### config.mk
export PLATFORM = sky130hd
export DESIGN_NAME = div_share_ctrl
export DESIGN_NICKNAME = d
export VERILOG_FILES = /design/src/rtl/div_share_ctrl.sv
export SDC_FILE = /design/constraint.sdc
export NUM_CORES = 1
export LEC_CHECK = 0
export CAP_MARGIN = 20
export CORE_MARGIN = 10
export CORE_UTILIZATION = 34
export CTS_BUF_LIST = sky130_fd_sc_hd__clkbuf_16
export CTS_CLUSTER_SIZE = 28
export DETAILED_ROUTE_END_ITERATION = 8
export GPL_TIMING_DRIVEN = 1
export PLACE_DENSITY = 0.7
export SLEW_MARGIN = 20
export SYNTH_ARGS = -nofsm -noshare
export SYNTH_HDL_FRONTEND = slang
export SYNTH_SLANG_ARGS = --single-unit
### constraint.sdc
create_clock -name clk -period 5.2 [get_ports clk]
set_input_delay 0.78 -clock clk [delete_from_list [all_inputs] [get_ports clk]]
set_output_delay 0.78 -clock clk [all_outputs]
set_load 0.02 [all_outputs]
### src/rtl/div_share_ctrl.sv
// div_share_ctrl: round-robin scheduler sharing one sequential W-bit divider among NREQ requesters.
// Define DIVSHARE_TIMEOUT_EN to abort a WAIT that exceeds TIMEOUT cycles.
module div_share_ctrl #(
  parameter int NREQ    = 4,
  parameter int W       = 8,
  parameter int PTR_W   = 2,
  parameter int TIMEOUT = 15
) (
  input  logic              clk,
  input  logic              rst_n,
  input  logic [NREQ-1:0]   req,
  input  logic [NREQ*W-1:0] a_flat,
  input  logic [NREQ*W-1:0] b_flat,
  output logic [NREQ-1:0]   ack,
  output logic [W-1:0]      q,
  output logic [W-1:0]      r,
  output logic              err,
  output logic              busy,
  output logic              div_start,
  output logic [W-1:0]      div_a,
  output logic [W-1:0]      div_b,
  input  logic              div_done,
  input  logic [W-1:0]      div_q,
  input  logic [W-1:0]      div_r
);

  localparam int NSLOT = 1 << PTR_W;

  typedef enum logic [1:0] {IDLE, START, WAIT, RESP} state_t;

  state_t           state, state_nxt;
  logic [W-1:0]     a_arr [NSLOT];
  logic [W-1:0]     b_arr [NSLOT];
  logic [NSLOT-1:0] req_ext;
  logic [PTR_W-1:0] last, gnt, pick;
  logic             found, b_zero, first_wait, done_ok, timed_out;

  // Pointer slots beyond NREQ read as idle requesters with zero operands.
  for (genvar i = 0; i < NSLOT; i++) begin : g_unpack
    if (i < NREQ) begin : g_used
      assign a_arr[i]   = a_flat[i*W +: W];
      assign b_arr[i]   = b_flat[i*W +: W];
      assign req_ext[i] = req[i];
    end else begin : g_pad
      assign a_arr[i]   = '0;
      assign b_arr[i]   = '0;
      assign req_ext[i] = 1'b0;
    end
  end

  // Search upward from last+1 so the requester just served ends up lowest priority.
  always_comb begin
    int scan;
    // NOTE: every combinational output gets a default first, so no path can infer a latch.
    found = 1'b0;
    pick  = last;
    scan  = 0;
    for (int s = 1; s <= NREQ; s++) begin
      scan = int'(last) + s;
      if (scan >= NREQ) scan = scan - NREQ;
      if (!found && req_ext[PTR_W'(scan)]) begin
        found = 1'b1;
        pick  = PTR_W'(scan);
      end
    end
  end

  assign b_zero  = (b_arr[pick] == '0);
  // The divider still shows its stale idle-high done during the first WAIT cycle.
  assign done_ok = (state == WAIT) && !first_wait && div_done;

`ifdef DIVSHARE_TIMEOUT_EN
  localparam int CNT_W = $clog2(TIMEOUT + 1);
  logic [CNT_W-1:0] wait_cnt;

  always_ff @(posedge clk or negedge rst_n) begin
    if (!rst_n)                                 wait_cnt <= '0;
    else if (state == START)                    wait_cnt <= '0;
    else if (state == WAIT && wait_cnt != '1)   wait_cnt <= wait_cnt + 1'b1;
  end

  assign timed_out = (state == WAIT) && !done_ok && (wait_cnt == CNT_W'(TIMEOUT - 1));
`else
  assign timed_out = 1'b0;
`endif

  always_comb begin
    state_nxt = state;
    case (state)
      IDLE:    if (found) state_nxt = b_zero ? RESP : START;
      START:   state_nxt = WAIT;
      WAIT:    if (done_ok || timed_out) state_nxt = RESP;
      RESP:    state_nxt = IDLE;
      default: state_nxt = IDLE;
    endcase
  end

  // NOTE: sequential state uses non-blocking assignments so every flop samples pre-edge values.
  always_ff @(posedge clk or negedge rst_n) begin
    if (!rst_n) state <= IDLE;
    else        state <= state_nxt;
  end

  always_ff @(posedge clk or negedge rst_n) begin
    if (!rst_n) begin
      last       <= PTR_W'(NREQ - 1);
      gnt        <= '0;
      div_a      <= '0;
      div_b      <= '0;
      q          <= '0;
      r          <= '0;
      err        <= 1'b0;
      first_wait <= 1'b0;
    end else begin
      case (state)
        IDLE: begin
          if (found) begin
            gnt   <= pick;
            last  <= pick;
            div_a <= a_arr[pick];
            div_b <= b_arr[pick];
            if (b_zero) begin
              q   <= '1;
              r   <= a_arr[pick];
              err <= 1'b1;
            end
          end
        end
        START: first_wait <= 1'b1;
        WAIT: begin
          first_wait <= 1'b0;
          if (done_ok) begin
            q   <= div_q;
            r   <= div_r;
            err <= 1'b0;
          end else if (timed_out) begin
            q   <= '0;
            r   <= '0;
            err <= 1'b1;
          end
        end
        default: ;
      endcase
    end
  end

  assign div_start = (state == START);
  assign busy      = (state != IDLE);
  assign ack       = (state == RESP) ? (NREQ'(1) << gnt) : '0;

endmodule

Word-level counts from Yosys, hierarchy flattened --
Cells that the tools add are included.
Word-level totals: bits in registers 40, input port bits 87, output and inout port bits 39, logic and storage cells 99
Operators by class: add/sub/neg operators 8, magnitude comparators 9, eq/ne operators 6, shift-type cells 1, mux-type cells 48, bitwise gates (word level) 1, reductions and logical operators 17
Operator list (number):
- 8-bit 2-to-1 mux | 10
- 8-bit binary-select mux with 2-bit select | 2
- 8-bit one-hot mux with 2 select lines | 2
- 2-bit 2-to-1 mux | 11
- 2-bit by 4-bit less-than comparator with 1-bit output, second input constant | 4
- 1-bit 2-to-1 mux | 15
- 3-bit >= comparator, second input constant | 4
- 1-bit binary-select mux with 2-bit select | 4
- 8-bit logical NOT | 1
- 2-bit one-hot mux with 4 select lines | 1
- 2-bit by 1-bit subtractor with 2-bit output, second input constant | 4
- 2-bit by 2-bit adder with 3-bit output, second input constant | 2
- 2-bit != test, second input constant | 3
- 2-bit nonzero test | 3
- 1-bit logical AND | 5
- 2-bit by 3-bit adder with 4-bit output, second input constant | 1
- 2-bit == test, second input constant | 2
- 4-bit by 3-bit >= comparator with 1-bit output, second input constant | 1
- 1-bit logical NOT | 4
- 4-bit 2-to-1 mux | 1
- 1-bit one-hot mux with 2 select lines | 2
- 2-bit AND reduction | 2
- 4-bit AND reduction | 1
- 1-bit by 2-bit left shift with 4-bit output, first input constant | 1
- 4 further kinds | 4

Logic depth before layout (Yosys ltp) --
depth in word-level cells 24, mapped depth 10, mapped depth without buffers 8

Worst setup path before layout --
Ideal clock, no wire load.
path type input port to flip-flop, start point input b_flat[29], end point register r[0], setup time 0.142 ns, arrival 3.096 ns, required time 5.058 ns, slack 1.962 ns, stages on the path 7, path buffers 1, cell sequence or4_1 or4_1 a2111o_1 a222oi_1 buf_2 a32o_1 a222oi_1
Between the ends: longest elaborated chain between the ends 6
Ends and longest elaborated chain:
- start: declaration | line 13 | input logic [NREQ*W-1:0] b_flat,
- 8-bit binary-select mux with 2-bit select | line 68 | assign b_zero = (b_arr[pick] == '0);
- 8-bit 2-to-1 mux (implied by the code) (2 in a row) | line 68
- 8-bit logical NOT | line 68
- 2-bit != test (no source line)
- 4-bit AND reduction (no source line)
- end signal: assignment | line 124 | r <= a_arr[pick];
- end signal: assignment | line 134 | r <= div_r;
- end: declaration | line 16 | output logic [W-1:0] r,
Every way passes these cells. The select of a mux whose other input is x is not followed. A chain may end at the register's enable or synchronous reset.

Worst setup path in the final report --
start point input req[1], end point register r[7]
Between the ends: longest elaborated chain between the ends 20, elaborated cells on any way between the ends 40, those cells by class 2 x eq/ne; 29 x mux; 1 x bitwise; 8 x reduce/logical
Ends and longest elaborated chain:
- start: declaration | line 11 | input logic [NREQ-1:0] req,
- 1-bit binary-select mux with 2-bit select | line 61 | if (!found && req_ext[PTR_W'(scan)]) begin
- 1-bit 2-to-1 mux (implied by the code) (2 in a row) | line 61
- 1-bit 2-to-1 mux | line 61
- 1-bit logical NOT | line 61
- 1-bit logical AND | line 61
- 1-bit 2-to-1 mux | line 61
- 1-bit logical NOT | line 61
- 1-bit logical AND | line 61
- [2 not listed]
- 1-bit logical AND | line 61
- 2-bit 2-to-1 mux | line 61
- 2-bit NOT with 3-bit output (implied by the code) | line 68, 124
- 8-bit binary-select mux with 2-bit select, on equally long branches | line 68, 124
- 8-bit 2-to-1 mux, on equally long branches (2 in a row) | line 68, 124
- 8-bit logical NOT or 8-bit 2-to-1 mux (tied branches) | line 68, 122
- 2-bit != test (no source line) or 8-bit 2-to-1 mux (tied branches)
- 4-bit AND reduction (no source line) or 8-bit one-hot mux with 2 select lines (tied branches)
Parallel ways exist; a longest one is shown, timed or not. The select of a mux whose other input is x is not followed.

==> impl_metrics.yaml <==
critical_path:
  startpoint_type: "input pin"
  end_kind: "flip-flop"
  crit_type: "in2reg"
  arrival_ns: 3.80
  rr_worst_depth: 8
  required_ns: 5.36
  rrSetupSlack_ns: 2.13
  crit-reg2reg-launch: "last[0]$_DFFE_PN1P_"
  r2r-end: "r[7]$_DFFE_PN0P_"
  crit_path_max_fanout: 14
pwr:
  power.total_mw: 2.35
  p_int_mw: 1.34
  combPwrFrac: 0.615
  leakage_nw: 1.70
  p_per_area_nw_per_um2: 593
  power_switching_mw: 1.01
  seq_power_share: 0.243
  ir_worst_vdd_uv: 261
  switching_share: 0.431
  p_clk_frac: 0.143
die:
  rows: 30
  die_h_um: 105
  dieArea_um2: 11000
  io_pins: 126
  die_w_um: 105
  start_util: 0.354
  core_um2: 6910
layout:
  nNetsFinal: 504
  area_growth_pct: 62.2
  n_antenna_cell: 0
  final_common_cell: "clkdlybuf4s50_1"
  fillers: 640
  fin_area_um2: 3970
  final_cell_mix: "clkdlybuf4s50_1, nand2_1, dfrtp_1"
  utilization: 0.574
  multi_input_area_um2: 1300
  drive_gt1_frac: 0.0702
  seqCellArea_um2: 1000
clock_network:
  clk_path_buf_depth: 2
  clkLatencyLatePin_ns: 0.27
  holdBufCountCts: 0
  cts_resized: 0
  numCtsBuffers: 5
  clkTransAtPathRegs_ns: 0.06
  cts_tree: "yes"
  clock-sinks: 40
  htreeDepth: 2
  post_cts_buffers: 0
  cts_root_buf: "clkbuf_16"
synth:
  ys_types: 39
  seq_area_frac_synth: 0.410
  yosys_warnings: 0
  syn-cell-area_um2: 2440
  ys_ff_latch: 40
  synth_area_per_cell_um2: 8.46
  synth_nets: 381
  synthCells: 289
sta:
  max_freq_ghz: 0.275
  slew_headroom: 0.314
  finalHoldViolCount: 0
  slew_violations: 0
  finalCritPeriodShare: 0.700
  skew_ns: 0.00325
  worst_pin_slew_ns: 1.02
  fin_tns_setup_ns: 0
  rsz0062_at_grt: "false"
  final.min_clock_period_ns: 3.64
  layout_setup_ws_ns: 1.56
  setup_viol_count_final: 0
worst_hold_path:
  min_to: "div_b[5]$_DFFE_PN0P_"
  hold_depth: 2
  hold_class: "reg2reg"
  hp-start: "div_b[5]$_DFFE_PN0P_"
placed_design:
  dp_hpwl_um: 6880
  io_buffers: 125
  gp_congestion: 0.797
  pre_cts_ws_ns: 1.07
  dpl_cell_area_um2: 3790
global_routing:
  antenna_found_initial: 0
  gr-total-overflow: 0
  grt_usage: 0.148
  grt_pass1_vias: 2707
  grt_pass1_wl_um: 13600
  grt_max_degree: 41
run:
  cap_violations: 0
outcome:
  status: "finished clean"
detailed_routing:
  routedWlPerCell_um: 16.9
  drc: 0
  via_per_inst: 5.13
  totalWireLength_um: 8580
  dr.pass1.iters: 6
  ant_nets: 0
  drt-initial-drc-count: 199
  num_vias: 2613
## registers in the layout (all words and copies together) (netlist names)
| signal | count |
|---|---|
| gnt | 2 |
| first_wait | 1 |
| err | 1 |
| q | 8 |
| div_a | 8 |
| r | 8 |
| div_b | 8 |
| last | 2 |
| state | 2 |
## synth_stat cells, drive strengths merged
master   instances  share of area
clkbuf          13          0.020
nand2b           3         0.0077
nand2           60          0.092
nor4             2         0.0051
a32o             8          0.033
nor2b            1         0.0026
o31ai            1         0.0031
ha               5          0.026
inv             21          0.032
o21a             1         0.0031
a2111o           1         0.0046
and3            12          0.031
a31o            10          0.036
o21ba            1         0.0041
nor3b            2         0.0061
dfstp            2          0.021
clkinv           2         0.0031
o22a             8          0.029
a21oi            7          0.014
o211ai           2         0.0061
nand3           10          0.020
or4              5          0.015
o211a            2         0.0082
a222oi           9          0.037
a211o            3          0.011
dfrtp           38           0.39
nor2            10          0.015
and2             3         0.0077
o2bb2ai          1         0.0036
o221ai           1         0.0036
nor3             2         0.0041
mux2i            2         0.0082
a211oi           9          0.028
buf              2         0.0041
o21ai           28          0.059
o32a             1         0.0041
a21boi           1         0.0031
## metrics by stage
step,hold slack (ns),instances
floorplan,0.484,289
global placement,0.460,499
detailed placement,0.474,500
CTS,0.486,508
global route,0.510,509
finish,0.478,509
## cell type report
type / count / share of cell area
multi-input cells: 211 / 0.328
repair buffers: 131 / 0.326
flip-flops and latches: 40 / 0.253
clock buffers: 5 / 0.0316
well taps: 96 / 0.0303
inverters: 23 / 0.0218
clock inverters: 3 / 0.00978
## power groups by stage
stage	Combinational, mW	Clock, mW	Sequential [mW]
floorplan	0.759	0	0.700
CTS	1.46	0.342	0.572
global route	1.60	0.356	0.593
detailed placement	1.45	0	0.574
global placement	1.42	0	0.572
finish	1.45	0.336	0.571
## logic make-up (layout without fill, tap and decap cells)
group / count (synthesis) / after routing / share of synthesized area
simple gates: 110 / 110 / 0.207
compound gates: 94 / 94 / 0.289
flops: 40 / 40 / 0.410
buf+inv: 38 / 162 / 0.0594
fa+ha+maj: 5 / 5 / 0.0256
mux: 2 / 2 / 0.00819
## worst max-delay path, stage by stage
cell	delay, ns
clkdlybuf4s50_1	0.48
nor2b_1	0.20
o21a_1	0.25
or4_1	0.54
a2111o_1	0.38
a222oi_1	0.35
buf_4	0.27
o21ai_2	0.16
a222oi_1	0.39
## metal layers
metal  up-vias  track usage  share of wire
li1       1308            -              -
met1      1211        0.167           0.42
met2        90        0.264           0.49
met3         4       0.0547          0.081
met4         0       0.0235         0.0054
met5         -            0              0
## worst max-delay path by stage
| stage | from | cells after the start | slack (ns) | endpoint |
|---|---|---|---|---|
| finish | req[1] | 9 | 1.56 | r[7]$_DFFE_PN0P_ |
| global route | req[1] | 9 | 1.38 | r[3]$_DFFE_PN0P_ |
| floorplan | b_flat[29] | 7 | 1.96 | r[0]$_DFFE_PN0P_ |
| global placement | req[1] | 8 | 1.19 | q[4]$_DFFE_PN0P_ |
| detailed placement | req[1] | 8 | 1.07 | r[3]$_DFFE_PN0P_ |
| CTS | req[1] | 8 | 1.36 | r[4]$_DFFE_PN0P_ |
(Power assumes the default switching activity.)
==> variant, RTL diff (config.mk and constraints unchanged) <==
Re-encode `state_t` (4 states) as Gray code, 2 bits wide.
--- a/src/rtl/div_share_ctrl.sv
+++ b/src/rtl/div_share_ctrl.sv
@@ -26,7 +26,7 @@
 
   localparam int NSLOT = 1 << PTR_W;
 
-  typedef enum logic [1:0] {IDLE, START, WAIT, RESP} state_t;
+  typedef enum logic [1:0] {IDLE = 2'b00, START = 2'b01, WAIT = 2'b11, RESP = 2'b10} state_t;
 
   state_t           state, state_nxt;
   logic [W-1:0]     a_arr [NSLOT];
Formal check against the unedited RTL: same outputs for any inputs over 10 cycles, from zero or initial values and one cycle with rst_n low; not proved beyond that.
==> variant against the original RTL <==
  * Synthesized cell count decreased by 1.0%
  * Wire length fell by 7.6%
  * Cell area shrank 2.3%
  * Setup slack gained 530 ps
  * Sequential cell count stayed put
  * Total power is 8.9% lower
  * Register-to-register slack improved by 440 ps
  * Critical path depth decreased by 1
  * Count of clock-buffer cells in the layout unchanged
  * Clock skew barely moved
  * Area after synthesis decreased by 1.9%
  * Global-route usage is 0.58 points lower
  * Clock power increased by 7.4%
  * Largest cell class unchanged
==> variant: results <==
[worst_setup_path]
r2r-end = r[1]
regToRegSetupSlack_ps = 2570
r2r_cells = 7
critical_path.max_stage_delay_ps = 500
arrival_ps = 3280
slowest_stage = or3_1
cp_max_fo = 9

[min_path]
holdPathEnd = div_b[2]
hp-class = register to register
hold_start = div_b[2]

[synth]
synth_cell_types = 39
yosysSeqAreaShare = 0.4186
synth_common_cells = nand2_1 (69), dfrtp_1 (38), o21ai_0 (31)
syn-num-nets = 373
synth_fa_ha_area_frac = 0
synth-xor-area-share = 0
ys_ff_latch = 40
synth_compound_area_frac = 0.1639
synthMuxAreaShare = 0.1482
ys_top_cells_by_area = dfrtp_1 (40%), nand2_1 (11%), mux2_2 (7.5%), mux2i_1 (6.7%), o21ai_0 (6.5%)
ys.flop_type = dfrtp_1

[layout]
n_all_inverters = 2
clockBufferCount = 5
multi_input_cells = 228
n_all_buffers = 127
num-fill-cells = 634
n_antenna_cell = 0
multi_input_area_mm2 = 0.001310
final-seq-area_mm2 = 0.001003
drive_above_1_share = 0.08395
fin_nets = 491
clock_tree_area_fraction = 0.04425
nonClkBufAreaFrac = 0.3256

[placed_design]
dp_slack_ps = 1817
hpwl_um = 6340
placed_area_mm2 = 0.003702
gp_congestion = 0.8819

[grt]
grt_usage = 0.1424
grt_pass1_vias = 2588
grt_pass1_wl_um = 12900

[drt]
drt_wl_total_um = 7927
avgViaCountPerCell = 4.906
drtPass1Iterations = 4
drt_iter0_drc = 71

[sta]
timing.hold.ws_ps = 470.4
fin_worst_skew_ps = 3.522
tightest_slew_ps = 999.9

[power_and_ir_drop]
ir_worst_vdd_mv = 0.2481
p_leak_nw = 1.615

[outcome]
status = finished, final reports clean

[clock_tree]
worstSkewPairLatency_ps = 280
## variant: metrics by stage
stage,instances,utilization
global route,501,0.5670
finish,501,0.5670
CTS,501,0.5670
floorplan,286,-
global placement,493,0.5419
detailed placement,493,0.5419
## variant: worst max-delay path by stage
stage,from,endpoint,slack [ps],cells past startpoint
after floorplan,req[1],r[0],2520,8
after global placement,req[1],r[2],1880,8
after detailed placement,req[1],r[2],1820,8
after CTS,req[1],r[2],2110,8
after global routing,req[1],state[0],1940,8
final,req[1],r[1],2090,8
## variant: where the power goes
part | internal (mW) | switching (mW)
sequential | 0.471 | 0.0905
clock | 0.228 | 0.132
combinational | 0.564 | 0.657
total | 1.26 | 0.880
## variant: layer usage
metal	share of wire	wire, um	GRT usage	up-vias
li1	-	-	-	1232
met1	0.40	3196	0.1568	1135
met2	0.50	3945	0.2459	83
met3	0.083	660	0.06010	8
met4	0.016	124	0.03678	0
met5	0	0	0	-
